**src/rtl/rv_mdu_pkg.sv**
```systemverilog
`default_nettype none
// ============================================================================
// rv_mdu_pkg : funct3 operation codes and FSM encoding for rv_mdu_seq
// Revision   : 1.0
// ============================================================================
package rv_mdu_pkg;

    localparam logic [2:0] MDU_MUL    = 3'b000;
    localparam logic [2:0] MDU_MULH   = 3'b001;
    localparam logic [2:0] MDU_MULHSU = 3'b010;
    localparam logic [2:0] MDU_MULHU  = 3'b011;
    localparam logic [2:0] MDU_DIV    = 3'b100;
    localparam logic [2:0] MDU_DIVU   = 3'b101;
    localparam logic [2:0] MDU_REM    = 3'b110;
    localparam logic [2:0] MDU_REMU   = 3'b111;

    typedef enum logic [1:0] {
        IDLE = 2'd0,
        CALC = 2'd1,
        FIX  = 2'd2,
        DONE = 2'd3
    } mdu_state_t;

endpackage
`default_nettype wire

```
**src/rtl/rv_mdu_seq_if.sv**
```systemverilog
`default_nettype none
// ============================================================================
// rv_mdu_seq_if : request/response bundle between execute stage and the MDU
// Revision      : 1.0
// ============================================================================
interface rv_mdu_seq_if #(
    parameter int XLEN = 32
);
    logic            start_i;
    logic [2:0]      funct3_i;
    logic [XLEN-1:0] rs1_i;
    logic [XLEN-1:0] rs2_i;
    logic            flush_i;
    logic            busy_o;
    logic            done_o;
    logic [XLEN-1:0] result_o;
    logic            illegal_o;

    modport master (
        output start_i, funct3_i, rs1_i, rs2_i, flush_i,
        input  busy_o, done_o, result_o, illegal_o
    );

    modport slave (
        input  start_i, funct3_i, rs1_i, rs2_i, flush_i,
        output busy_o, done_o, result_o, illegal_o
    );
endinterface
`default_nettype wire

```
**src/rtl/rv_mdu_addsub.sv**
```systemverilog
`default_nettype none
// ============================================================================
// rv_mdu_addsub : W-bit adder/subtractor with carry-out (carry=1 means no borrow)
// Revision      : 1.0
// ============================================================================
module rv_mdu_addsub #(
    parameter int W = 33
) (
    input  logic [W-1:0] a,
    input  logic [W-1:0] b,
    input  logic         sub,
    output logic [W-1:0] sum,
    output logic         carry
);
    logic [W-1:0] b_eff;

    assign b_eff        = sub ? ~b : b;
    assign {carry, sum} = {1'b0, a} + {1'b0, b_eff} + {{W{1'b0}}, sub};
endmodule
`default_nettype wire

```
**src/rtl/rv_mdu_seq.sv**
```systemverilog
`default_nettype none
// ============================================================================
// rv_mdu_seq : iterative RV32M multiply/divide sequencer (one bit per cycle)
// Build option: define RV_MDU_DIV_EN to include the divider and its early path
// Revision    : 1.0
// ============================================================================
module rv_mdu_seq
    import rv_mdu_pkg::*;
#(
    parameter int XLEN = 32
) (
    input  logic        clk_i,
    input  logic        rst_n_i,
    rv_mdu_seq_if.slave mdu
);
    localparam logic [XLEN-1:0] CNT_LAST = XLEN'(XLEN - 1);

    mdu_state_t        state_q;
    logic [2:0]        op_q;
    logic              neg_q;
    logic [XLEN-1:0]   cnt_q;
    logic [2*XLEN-1:0] acc_q;
    logic [XLEN-1:0]   opnd_q;

    logic              rs1_signed, rs2_signed, sign1, sign2;
    logic [XLEN-1:0]   abs1, abs2;
    logic              early;
    logic [XLEN-1:0]   early_result;
    logic              early_illegal;

    logic [XLEN:0]     add_a, add_b, add_sum;
    logic              add_sub, add_carry;
    logic [2*XLEN-1:0] acc_next;
    logic [2*XLEN-1:0] prod_fix;
    logic [XLEN-1:0]   fix_result;

    always_comb begin
        rs1_signed = (mdu.funct3_i != MDU_MULHU) && (mdu.funct3_i != MDU_DIVU)
                  && (mdu.funct3_i != MDU_REMU);
        rs2_signed = rs1_signed && (mdu.funct3_i != MDU_MULHSU);
    end

    assign sign1 = rs1_signed & mdu.rs1_i[XLEN-1];
    assign sign2 = rs2_signed & mdu.rs2_i[XLEN-1];
    assign abs1  = sign1 ? -mdu.rs1_i : mdu.rs1_i;
    assign abs2  = sign2 ? -mdu.rs2_i : mdu.rs2_i;

`ifdef RV_MDU_DIV_EN
    logic sign1_q;
    logic div_zero, div_ovf;

    assign div_zero = (mdu.rs2_i == '0);
    assign div_ovf  = ((mdu.funct3_i == MDU_DIV) || (mdu.funct3_i == MDU_REM))
                   && (mdu.rs1_i == {1'b1, {(XLEN-1){1'b0}}})
                   && (mdu.rs2_i == '1);

    always_comb begin
        early         = mdu.funct3_i[2] && (div_zero || div_ovf);
        early_illegal = 1'b0;
        if (div_zero)
            early_result = mdu.funct3_i[1] ? mdu.rs1_i : '1;
        else
            early_result = mdu.funct3_i[1] ? '0 : mdu.rs1_i;
    end

    // Division shifts {rem, next dividend bit} against the divisor; multiply adds the multiplicand.
    always_comb begin
        if (op_q[2]) begin
            add_a    = acc_q[2*XLEN-1:XLEN-1];
            add_b    = {1'b0, opnd_q};
            add_sub  = 1'b1;
            acc_next = {add_carry ? add_sum[XLEN-1:0] : add_a[XLEN-1:0],
                        acc_q[XLEN-2:0], add_carry};
        end else begin
            add_a    = {1'b0, acc_q[2*XLEN-1:XLEN]};
            add_b    = acc_q[0] ? {1'b0, opnd_q} : '0;
            add_sub  = 1'b0;
            acc_next = {add_sum, acc_q[XLEN-1:1]};
        end
    end
`else
    logic unused_carry;

    assign unused_carry  = add_carry;
    assign early         = mdu.funct3_i[2];
    assign early_result  = '0;
    assign early_illegal = 1'b1;

    always_comb begin
        add_a    = {1'b0, acc_q[2*XLEN-1:XLEN]};
        add_b    = acc_q[0] ? {1'b0, opnd_q} : '0;
        add_sub  = 1'b0;
        acc_next = {add_sum, acc_q[XLEN-1:1]};
    end
`endif

    rv_mdu_addsub #(.W(XLEN + 1)) u_addsub (
        .a     (add_a),
        .b     (add_b),
        .sub   (add_sub),
        .sum   (add_sum),
        .carry (add_carry)
    );

    always_comb begin
        prod_fix   = neg_q ? -acc_q : acc_q;
        fix_result = prod_fix[XLEN-1:0];
        case (op_q)
            MDU_MUL:                          fix_result = prod_fix[XLEN-1:0];
            MDU_MULH, MDU_MULHSU, MDU_MULHU:  fix_result = prod_fix[2*XLEN-1:XLEN];
`ifdef RV_MDU_DIV_EN
            MDU_DIV, MDU_DIVU:  fix_result = neg_q ? -acc_q[XLEN-1:0] : acc_q[XLEN-1:0];
            MDU_REM, MDU_REMU:  fix_result = sign1_q ? -acc_q[2*XLEN-1:XLEN]
                                                     : acc_q[2*XLEN-1:XLEN];
`endif
            default:                          fix_result = prod_fix[XLEN-1:0];
        endcase
    end

    always_ff @(posedge clk_i) begin
        if (!rst_n_i) begin
            state_q       <= IDLE;
            op_q          <= MDU_MUL;
            neg_q         <= 1'b0;
            cnt_q         <= '0;
            acc_q         <= '0;
            opnd_q        <= '0;
            mdu.busy_o    <= 1'b0;
            mdu.done_o    <= 1'b0;
            mdu.result_o  <= '0;
            mdu.illegal_o <= 1'b0;
`ifdef RV_MDU_DIV_EN
            sign1_q       <= 1'b0;
`endif
        end else if (mdu.flush_i) begin
            state_q    <= IDLE;
            mdu.busy_o <= 1'b0;
            mdu.done_o <= 1'b0;
        end else begin
            mdu.done_o <= 1'b0;
            case (state_q)
                IDLE: begin
                    if (mdu.start_i) begin
                        op_q       <= mdu.funct3_i;
                        neg_q      <= sign1 ^ sign2;
                        cnt_q      <= '0;
                        mdu.busy_o <= 1'b1;
`ifdef RV_MDU_DIV_EN
                        sign1_q    <= sign1;
`endif
                        if (early) begin
                            state_q       <= DONE;
                            mdu.done_o    <= 1'b1;
                            mdu.result_o  <= early_result;
                            mdu.illegal_o <= early_illegal;
                        end else begin
                            state_q <= CALC;
                            acc_q   <= {{XLEN{1'b0}}, abs1};
                            opnd_q  <= abs2;
                        end
                    end
                end
                CALC: begin
                    acc_q <= acc_next;
                    cnt_q <= cnt_q + XLEN'(1);
                    if (cnt_q == CNT_LAST)
                        state_q <= FIX;
                end
                FIX: begin
                    state_q       <= DONE;
                    mdu.done_o    <= 1'b1;
                    mdu.result_o  <= fix_result;
                    mdu.illegal_o <= 1'b0;
                end
                DONE: begin
                    state_q    <= IDLE;
                    mdu.busy_o <= 1'b0;
                end
                default: begin
                    state_q    <= IDLE;
                    mdu.busy_o <= 1'b0;
                end
            endcase
        end
    end
endmodule
`default_nettype wire
```
**src/flat_wrapper.sv**
```systemverilog
// flat-port wrapper written by rule: the top's interface ports become plain ports
module rv_mdu_seq_flat import rv_mdu_pkg::*;
#(
    parameter int XLEN = 32
)
  (clk_i, rst_n_i, mdu_start_i, mdu_funct3_i, mdu_rs1_i, mdu_rs2_i, mdu_flush_i, mdu_busy_o, mdu_done_o, mdu_result_o, mdu_illegal_o);
  rv_mdu_seq_if #(.XLEN(XLEN)) mdu_i ();
  input  logic clk_i;
  input  logic rst_n_i;
  input wire logic [$bits(mdu_i.start_i)-1:0] mdu_start_i;
  input wire logic [$bits(mdu_i.funct3_i)-1:0] mdu_funct3_i;
  input wire logic [$bits(mdu_i.rs1_i)-1:0] mdu_rs1_i;
  input wire logic [$bits(mdu_i.rs2_i)-1:0] mdu_rs2_i;
  input wire logic [$bits(mdu_i.flush_i)-1:0] mdu_flush_i;
  output wire logic [$bits(mdu_i.busy_o)-1:0] mdu_busy_o;
  output wire logic [$bits(mdu_i.done_o)-1:0] mdu_done_o;
  output wire logic [$bits(mdu_i.result_o)-1:0] mdu_result_o;
  output wire logic [$bits(mdu_i.illegal_o)-1:0] mdu_illegal_o;
  assign mdu_i.start_i = mdu_start_i;
  assign mdu_i.funct3_i = mdu_funct3_i;
  assign mdu_i.rs1_i = mdu_rs1_i;
  assign mdu_i.rs2_i = mdu_rs2_i;
  assign mdu_i.flush_i = mdu_flush_i;
  assign mdu_busy_o = mdu_i.busy_o;
  assign mdu_done_o = mdu_i.done_o;
  assign mdu_result_o = mdu_i.result_o;
  assign mdu_illegal_o = mdu_i.illegal_o;
  rv_mdu_seq #(.XLEN(XLEN)) u_core (.clk_i(clk_i), .rst_n_i(rst_n_i), .mdu(mdu_i));
endmodule
```
**config.mk**
```make
export PLATFORM = sky130hd
export DESIGN_NAME = rv_mdu_seq_flat
export DESIGN_NICKNAME = d
export VERILOG_FILES = /design/src/rtl/rv_mdu_pkg.sv /design/src/rtl/rv_mdu_seq_if.sv /design/src/rtl/rv_mdu_addsub.sv /design/src/rtl/rv_mdu_seq.sv /design/src/flat_wrapper.sv
export SDC_FILE = /design/constraint.sdc
export NUM_CORES = 1
export LEC_CHECK = 0
export ABC_CLOCK_PERIOD_IN_PS = 9620
export CORE_ASPECT_RATIO = 1.75
export CORE_MARGIN = 2
export CORE_UTILIZATION = 50
export CTS_CLUSTER_SIZE = 40
export DETAILED_ROUTE_END_ITERATION = 8
export PLACE_DENSITY = 0.73
export SLEW_MARGIN = 0
export SYNTH_ARGS = -nofsm -noshare
export SYNTH_HDL_FRONTEND = slang
export SYNTH_SLANG_ARGS = --single-unit
```
**constraint.sdc**
```tcl
create_clock -name clk_i -period 9.62 [get_ports clk_i]
set_clock_uncertainty 0.15 [all_clocks]
set_input_delay 1.443 -clock clk_i [delete_from_list [all_inputs] [get_ports clk_i]]
set_output_delay 1.443 -clock clk_i [all_outputs]
set_load 0.01 [all_outputs]
```
==> flow_summary_export.csv, run 1 <==
group,metric,value,unit
drt,wirelength,34.3,mm
grt,grt_pass1_wl,55.1,mm
grt,grt_pass1_vias,10600,
die,fp.dieW,119,um
timing,fin_crit_sh,41.3,%
timing,rsz0062_at_grt,"no",
placement,dpl.hpwl,26.0,mm
synth,syn_inst,1517,
synth,synth_seq_area_share,29.2,%
run_status,outcome,"completed",
power_and_ir_drop,vdd_drop_max,131,uV
die,initial_utilization,51.0,%
grt,grt_overflow,0,
setup_path,cp_max_fo,14,
power_and_ir_drop,p_leak,5.05,nW
grt,grt.busiest_layer,"met2",
synth,syn-mean-instance-area,7.65,um^2
cts,cts_resized,0,
setup_path,crit_type,"input pin to flip-flop",
grt,gr-usage-met2,49.4,%
synth,synth-async-reset-ratio,0,%
placement,dpl-instance-area,12800,um^2
cts,cts_hold_buf,0,
setup_path,critPathArrivalTime,4.13,ns
setup_path,cp-startpoint,"mdu_flush_i",
cts,cts_sinks,169,
die,boundaryPins,106,
cts,cts_setup_buffers,0,
synth,synth_ff_type,"dfxtp_1",
setup_path,worstSetupEndpointType,"flip-flop",
drt,ant_nets,0,
cts,numCtsBuffers,17,
cells_and_area,final_common_cell,"nand2_1",
setup_path,critPathLaunchType,"input pin",
die,fp.dieH,206,um
cts,clk_latency,0.46,ns
grt,grt_max_degree,81,
cts,cts_tree,"yes",
grt,antenna_found_initial,0,
cts,max-clock-path-buffers,2,
die,rows,73,
die,die_area,24500,um^2
drt,post_drt_wl_per_cell,18.4,um
cells_and_area,nets,1669,
cells_and_area,fin_area,13400,um^2
synth,ys_seq_elements,169,
timing,setup_viol,0,
synth,yosysWarnings,0,
setup_path,reg2reg_from,"u_core.acc_q[0]",
die,core_area,22700,um^2
power_and_ir_drop,p_total,1.78,mW
drt,drtIter0Drc,737,
drt,dr.pass1.iters,6,
placement,numPortBuffers,105,
timing,slew_headroom,31.6,%
synth,synth_area,11600,um^2
setup_path,required,9.77,ns
synth,synth.distinct_cells,67,
timing,maxSlewViolCount,0,
cells_and_area,antennaDiodeCount,0,
cts,cts_root_buf,"clkbuf_16",
timing,period_needed,3.97,ns
min_path,hp-class,"flip-flop to flip-flop",
power_and_ir_drop,powerDensity,134,nW/um^2
min_path,worstHoldStart,"u_core.opnd_q[23]",
drt,vias_per_cell,6.00,
cells_and_area,drive_gt1_share,4.20,%
grt,grt_use_total,28.2,%
timing,tightestPinTransition,1.02,ns
cts,path_clk_slew,0.07,ns
grt,grt_use_met3,4.49,%
flow_run,max-cap-violations,0,
placement,place.gp.congestion,0.920,
drt,drc,0,
drt,via_count,11200,
synth,synth_enable_flop_cells,0,
cts,htreeDepth,4,
timing,timing.setup.tns,0,ns
timing,finalHoldViolCount,0,
cells_and_area,area_growth,15.1,%
cells_and_area,final_cell_mix,"nand2_1 (188), dfxtp_1 (168), nor2_1 (124), o21ai_0 (114), clkdlybuf4s50_1 (104)",
synth,syn_nets,1629,
grt,grtUsageMet1,32.2,%
timing,fmax,0.252,GHz
-- synthesized netlist by cell type (31+ instances only) --
cell	n	area, um^2
dfxtp_1	169	3380
nand2_1	188	706
o31ai_1	44	330
xnor2_1	63	552
xor2_1	90	788
clkbuf_1	92	345
or3_1	31	194
a21oi_1	72	360
nor2_1	125	469
ha_1	40	500
nand3_1	42	210
o21ai_0	114	571
and2_1	43	269
-- through the flow --
| stage | hold slack, ns | std cells | utilization [%] | setup slack [ns] |
|---|---|---|---|---|
| after floorplan | 0.277 | 1517 | - | 5.71 |
| after CTS | 0.304 | 1870 | 58.7 | 5.66 |
| after global routing | 0.332 | 1870 | 58.7 | 5.28 |
| after global placement | 0.287 | 1838 | 56.1 | 5.28 |
| after detailed placement | 0.295 | 1838 | 56.1 | 5.22 |
| final | 0.306 | 1870 | 58.7 | 5.65 |
-- sequential cells by signal, indices dropped and copies added (netlist names) --
name and count:
u_core.cnt_q 32, u_core.state_q 2, u_core.op_q 3, u_core.acc_q 64, u_core.mdu.result_o 32, u_core.mdu.busy_o 1
u_core.neg_q 1, u_core.mdu.illegal_o 1, u_core.opnd_q 32, u_core.mdu.done_o 1
-- final cells by class --
type | count | area [um^2]
Inverter | 25 | 93.8
Tap cell | 300 | 375
Sequential cell | 169 | 3380
Clock inverter | 12 | 139
Multi-Input combinational cell | 1226 | 7760
Clock buffer | 20 | 457
Timing Repair Buffer | 118 | 1140
Fill cell | 2123 | 9390
-- kinds of logic (layout without fill, tap and decap cells) --
| logic type | count (synthesis) | after routing | share of synthesized area [%] |
|---|---|---|---|
| and+or+nand+nor | 595 | 595 | 25.3 |
| xor gates and xnor gates | 153 | 153 | 11.5 |
| buffers and inverters | 122 | 175 | 4.04 |
| muxes | 12 | 12 | 1.06 |
| adders and majority gates | 41 | 41 | 4.49 |
| AOI/OAI and AO/OA | 425 | 425 | 24.4 |
| DFF | 169 | 169 | 29.2 |
-- path summary, 6_finish.rpt --
kind                             to  slack [ns]  cells past startpoint
hold reg to reg   u_core.opnd_q[23]        0.31                      2
hold / removal    u_core.opnd_q[23]        0.31                      2
setup / recovery   u_core.cnt_q[28]        5.65                      8
setup reg to reg   u_core.acc_q[59]        5.67                     11
-- worst max-delay path, cell delays in order --
cell	delay (ns)
clkdlybuf4s50_1	0.66
inv_1	0.26
nand3b_1	0.23
or4_1	0.56
nor3_1	0.57
nand3_1	0.17
xor2_1	0.17
nor2_1	0.06
-- metal layers --
layer | part of all wire (%) | vias up
met2 | 50 | 276
met1 | 40 | 5288
met4 | 5.5 | 0
met3 | 4.2 | 90
met5 | 0 | -
li1 | - | 5564
-- power by group --
group	leakage [nW]	internal (mW)	switching, mW
Sequential	1.37	0.717	0.0225
Clock	0.280	0.399	0.310
Combinational	3.40	0.131	0.205
Total	5.05	1.25	0.537
Note: power is estimated with default switching activity, not from simulation.
==> run 2, diff against run 1 <==
- ABC_CLOCK_PERIOD_IN_PS: 9620 -> 3940
- clock period: 9.62 -> 3.94 ns (I/O delays scaled with it)
==> run 2 against run 1 <==
Hold slack improved by 0.0017 ns. Utilization grew 0.85 points. Clock power increased to 2.6 times the previous value.
==> flow_summary_export.csv, run 2 (synthesis results as in run 1) <==
group,metric,value,unit
power_and_ir_drop,vdd_drop_max,267,uV
placement,dpl.hpwl,27.1,mm
timing,fmax,0.292,GHz
cts,numCtsBuffers,17,
cells_and_area,largest_reg_flops,64,
drt,post_drt_wl_per_cell,18.5,um
timing,period_needed,3.43,ns
setup_path,critPathLaunchType,"flip-flop",
grt,grt.busiest_layer,"met2",
timing,maxSlewViolCount,0,
cts,cts_resized,0,
drt,drc,0,
cells_and_area,area_growth,16.8,%
setup_path,crit_type,"flip-flop to flip-flop",
cts,cts_setup_buffers,0,
cells_and_area,drive_gt1_share,5.53,%
drt,vias_per_cell,6.00,
grt,grt_max_degree,70,
cts,cts_root_buf,"clkbuf_16",
drt,ant_nets,0,
die,fp.dieW,119,um
grt,grtUsageMet1,31.4,%
die,core_area,22700,um^2
cells_and_area,fin_util,59.6,%
cells_and_area,top_register,"u_core.acc_q",
die,fp.dieH,206,um
die,rows,73,
drt,drtIter0Drc,942,
die,boundaryPins,106,
die,initial_utilization,51.0,%
cts,path_clk_slew,0.07,ns
setup_path,cp_max_fo,11,
setup_path,reg2reg_to,"u_core.mdu.result_o[19]",
grt,grt_pass1_vias,10800,
timing,tightestPinTransition,0.980,ns
placement,place.gp.congestion,0.998,
timing,finalHoldViolCount,0,
setup_path,reg2reg_from,"u_core.acc_q[6]",
cells_and_area,final_common_cell,"nand2_1",
drt,wirelength,35.0,mm
placement,pre_cts_slack,0.550,ns
flow_run,max-cap-violations,0,
grt,grt_overflow,0,
grt,gr-usage-met2,51.5,%
power_and_ir_drop,p_leak,5.18,nW
setup_path,r2r_cells,7,
cells_and_area,fillers,2065,
grt,grt_use_met3,4.21,%
min_path,min_to,"u_core.mdu.result_o[24]",
cts,clk_latency,0.45,ns
cells_and_area,antennaDiodeCount,0,
grt,grt_pass1_wl,55.8,mm
drt,via_count,11400,
cells_and_area,nets,1691,
min_path,hp-class,"flip-flop to flip-flop",
run_status,outcome,"completed",
timing,setup_slack,0.511,ns
setup_path,critPathArrivalTime,3.57,ns
setup_path,worstSetupEndpointType,"flip-flop",
cts,cts_hold_buf,0,
timing,slew_headroom,34.6,%
timing,rsz0062_at_grt,"no",
timing,setup_viol,0,
cts,cts_tree,"yes",
cts,max-clock-path-buffers,2,
min_path,worstHoldStart,"u_core.mdu.result_o[24]",
drt,dr.pass1.iters,5,
grt,antenna_found_initial,0,
grt,grt_use_total,28.7,%
cells_and_area,final_cell_mix,"nand2_1 (188), dfxtp_1 (168), nor2_1 (124), o21ai_0 (114), clkdlybuf4s50_1 (104)",
min_path,worstHoldPathCells,1,
cts,cts_sinks,169,
die,die_area,24500,um^2
setup_path,r2r_slack,0.51,ns
setup_path,required,4.08,ns
power_and_ir_drop,powerDensity,328,nW/um^2
timing,fin_crit_sh,87.0,%
cts,htreeDepth,4,
placement,numPortBuffers,105,
timing,timing.setup.tns,0,ns
-- run 2: changes by cell type in the layout (fill, tap and decap cells not counted) --
cell	delta
clkinv_2	+2
inv_6	-1
clkbuf_8	-2
clkinvlp_4	-2
clkinv_4	+1
bufinv_16	+2
buf_4	+22
-- run 2: worst max path at each step --
stage / to / startpoint / slack, ns
5_1_grt: u_core.mdu.result_o[26] / u_core.acc_q[6] / 0.22
3_5_place_dp: u_core.mdu.result_o[19] / u_core.acc_q[6] / 0.55
6_report: u_core.mdu.result_o[19] / u_core.acc_q[6] / 0.51
4_1_cts: u_core.mdu.result_o[19] / u_core.acc_q[6] / 0.52
2_1_floorplan: u_core.acc_q[59] / u_core.acc_q[0] / 0.82
3_3_place_gp: u_core.opnd_q[27] / mdu_rs2_i[12] / 0.58
-- run 2: stage by stage --
step / hold slack [ns] / instance area (um^2) / power (mW) / std cells
floorplan: 0.277 / 11600 / 2.38 / 1517
global placement: 0.287 / 12900 / 2.65 / 1860
detailed placement: 0.299 / 12900 / 2.66 / 1860
CTS: 0.311 / 13600 / 4.45 / 1892
global route: 0.326 / 13600 / 4.61 / 1892
finish: 0.307 / 13600 / 4.45 / 1892
-- run 2: worst max-delay path, stage by stage, from the launching register on --
cell      delay (ns)
dfxtp_1         0.37
or4_1           0.64
or4_4           0.47
or4b_4          0.66
or3_4           0.40
o31ai_2         0.21
xor2_1          0.23
o221ai_1        0.14
-- run 2: cell type report --
| type | instances | area, um^2 | share of cell area [%] |
|---|---|---|---|
| tap | 300 | 375 | 2.77 |
| sequential | 169 | 3380 | 25.0 |
| clock buffer | 18 | 429 | 3.17 |
| inverter | 25 | 93.8 | 0.693 |
| multi-input combinational | 1226 | 7760 | 57.3 |
| clock inverter | 14 | 194 | 1.43 |
| timing repair buffer | 140 | 1310 | 9.66 |
-- run 2: routing by layer --
| metal | part of all wire (%) | wire length (um) | up-vias |
|---|---|---|---|
| met5 | 0 | 0 | - |
| met4 | 6.3 | 2190 | 0 |
| met3 | 4.8 | 1670 | 113 |
| met2 | 51 | 17700 | 331 |
| met1 | 38 | 13400 | 5296 |
| li1 | - | - | 5614 |
-- run 2: power by group --
group / total (mW) / internal (mW) / switching (mW)
combinational: 0.825 / 0.329 / 0.496
clock: 1.81 / 1.07 / 0.748
sequential: 1.81 / 1.75 / 0.0574
==> RTL edit: new RTL, flow settings as in run 2 <==
`XLEN` is set to 32 in 3 places; all go to 64.
--- a/src/rtl/rv_mdu_seq_if.sv
+++ b/src/rtl/rv_mdu_seq_if.sv
@@ -4,7 +4,7 @@
 // Revision      : 1.0
 // ============================================================================
 interface rv_mdu_seq_if #(
-    parameter int XLEN = 32
+    parameter int XLEN = 64
 );
     logic            start_i;
     logic [2:0]      funct3_i;
--- a/src/rtl/rv_mdu_seq.sv
+++ b/src/rtl/rv_mdu_seq.sv
@@ -7,7 +7,7 @@
 module rv_mdu_seq
     import rv_mdu_pkg::*;
 #(
-    parameter int XLEN = 32
+    parameter int XLEN = 64
 ) (
     input  logic        clk_i,
     input  logic        rst_n_i,
--- a/src/flat_wrapper.sv
+++ b/src/flat_wrapper.sv
@@ -1,7 +1,7 @@
 // flat-port wrapper written by rule: the top's interface ports become plain ports
 module rv_mdu_seq_flat import rv_mdu_pkg::*;
 #(
-    parameter int XLEN = 32
+    parameter int XLEN = 64
 )
   (clk_i, rst_n_i, mdu_start_i, mdu_funct3_i, mdu_rs1_i, mdu_rs2_i, mdu_flush_i, mdu_busy_o, mdu_done_o, mdu_result_o, mdu_illegal_o);
   rv_mdu_seq_if #(.XLEN(XLEN)) mdu_i ();
Interface: changed (resized mdu_result_o, mdu_rs1_i and mdu_rs2_i); port bits go from 106 to 202. The function was not compared with the original's and may differ.
==> RTL edit against run 2 <==
First-iteration DRC count is 66% higher; sequential cell count is 160 higher; routed wire length is 150% higher; cell area is 110% higher; global-route usage is 6.1 points higher; via count is 120% higher; sequential power is 93% higher; total power is 100% higher; setup slack worse by 480 ps; maximum frequency is 12% lower; clock power is 110% higher; worst hold slack worse by 13 ps; synthesized area is 99% higher; critical path type unchanged.
==> RTL edit: results (changes against run 2) <==
Run status
  • Status: completed

Final layout
  • Max reg flops: 128 (+100%)
  • Comb_multi_in: 2540 (+110%)
  • Clock network area share: 4.511% (-0.087 points)
  • FFs & Latches: 329 (+95%)
  • Layout cells sized above 1: 10.50% (+5.0 points)
  • Fin nets: 3592 (+110%)
  • Invs w/o clock: 47 (+88%)
  • Layout fillers: 4186 (+100%)

Worst setup path
  • CP max stage cell: or4_4
  • RR Startpoint: u_core.acc_q[12]
  • Register-to-Register Path Depth: 12 (+5)
  • Max incr delay on CP: 560 ps (-100 ps)

Clocking
  • CTS Buffer Depth: 3 (+1)
  • Inserted Clock Buffers: 35 (+18)
  • Clk_lat worst skew: 540 ps (+90 ps)

Detailed routing
  • Pre-antenna DRT Iters: 6 (+1)
  • DR iter-0 viols: 1564 (+66%)

Synthesis
  • Most area-consuming cells after synthesis: dfxtp_1 29%, xnor2_1 7.3%, o21ai_0 6.7%, nand2_1 6.5%, xor2_1 5.4%
  • Adder-cell share of the synthesized area: 3.998% (-0.49 points)
  • Synth Area in Compound Gates: 23.30% (-1.1 points)
  • Synth unique cells: 77 (+15%)
  • Sequential-to-total area share from yosys stat: 28.60% (-0.56 points)
  • Post-synth top cells: 401 x nand2_1, 329 x dfxtp_1, 307 x o21ai_0

Hold path
  • Hold Crit Start: u_core.opnd_q[28]
  • Hold Path Depth: 2 (+1)

Global route
  • Number of global-route vias before repair: 24100 (+120%)
  • Total track usage: 34.82% (+6.1 points)

Power and ir drop
  • Maximum VDD drop: 0.6170 mV (+130%)
  • P_leak: 0.01097 µW (+110%)

Placed design
  • Post-DP Area: 0.02697 mm² (+110%)
  • Port-buffer cells: 201 (+91%)
  • Hpwl dp: 68090 µm (+150%)
  • RePlAce Congestion: 1.015 (+1.8%)

Floorplanning
  • Row count: 104 (+42%)
RTL edit: report_power, final:
part | internal (µW) | total, µW | switching, µW
combinational | 712 | 1750 | 1040
sequential | 3400 | 3500 | 93.6
clock | 2260 | 3730 | 1470
total | 6370 | 8980 | 2600
RTL edit: per-layer routing:
metal	vias up	track usage (%)	part of all wire, %	wire length (µm)
li1	11750	-	-	-
met1	11430	36.37	37	31520
met2	932	64.56	50	43530
met3	304	4.234	5.0	4322
met4	0	24.48	8.0	6881
met5	-	0	0	0
RTL edit: critical path: cells and delay by family (launching register included):
kind                   cells  cell delay [ps]
AND/OR/NAND/NOR            5             1820
AO/OA/AOI/OAI              3              810
buffers and inverters      3              520
flip-flops                 1              320
XOR/XNOR                   1              150
RTL edit: repair_timing:
item,in CTS,in global routing
buffers inserted,0,1
hold buffers,0,0
gates resized for setup,5,16
pin swaps,0,5
setup endpoints to repair,4,38
RTL edit: worst paths after layout:
check | end | slack, ps
worst max-delay path | u_core.mdu.result_o[0] | 30
worst min register to register | u_core.opnd_q[28] | 290
worst max register to register | u_core.mdu.result_o[0] | 30
worst min-delay path | u_core.opnd_q[28] | 290
RTL edit: through the flow:
stage | instances | hold slack, ps | power (µW) | utilization, % | TNS [ps]
2_1_floorplan | 3090 | 266.7 | 4500 | - | 0
3_3_place_gp | 3929 | 275.9 | 5215 | 58.87 | -1318
3_5_place_dp | 3929 | 283.9 | 5241 | 58.87 | -1198
4_1_cts | 3992 | 299.8 | 8947 | 61.71 | 0
5_1_grt | 3993 | 316.5 | 9259 | 61.94 | -163.6
6_report | 3994 | 294.1 | 8975 | 61.95 | 0
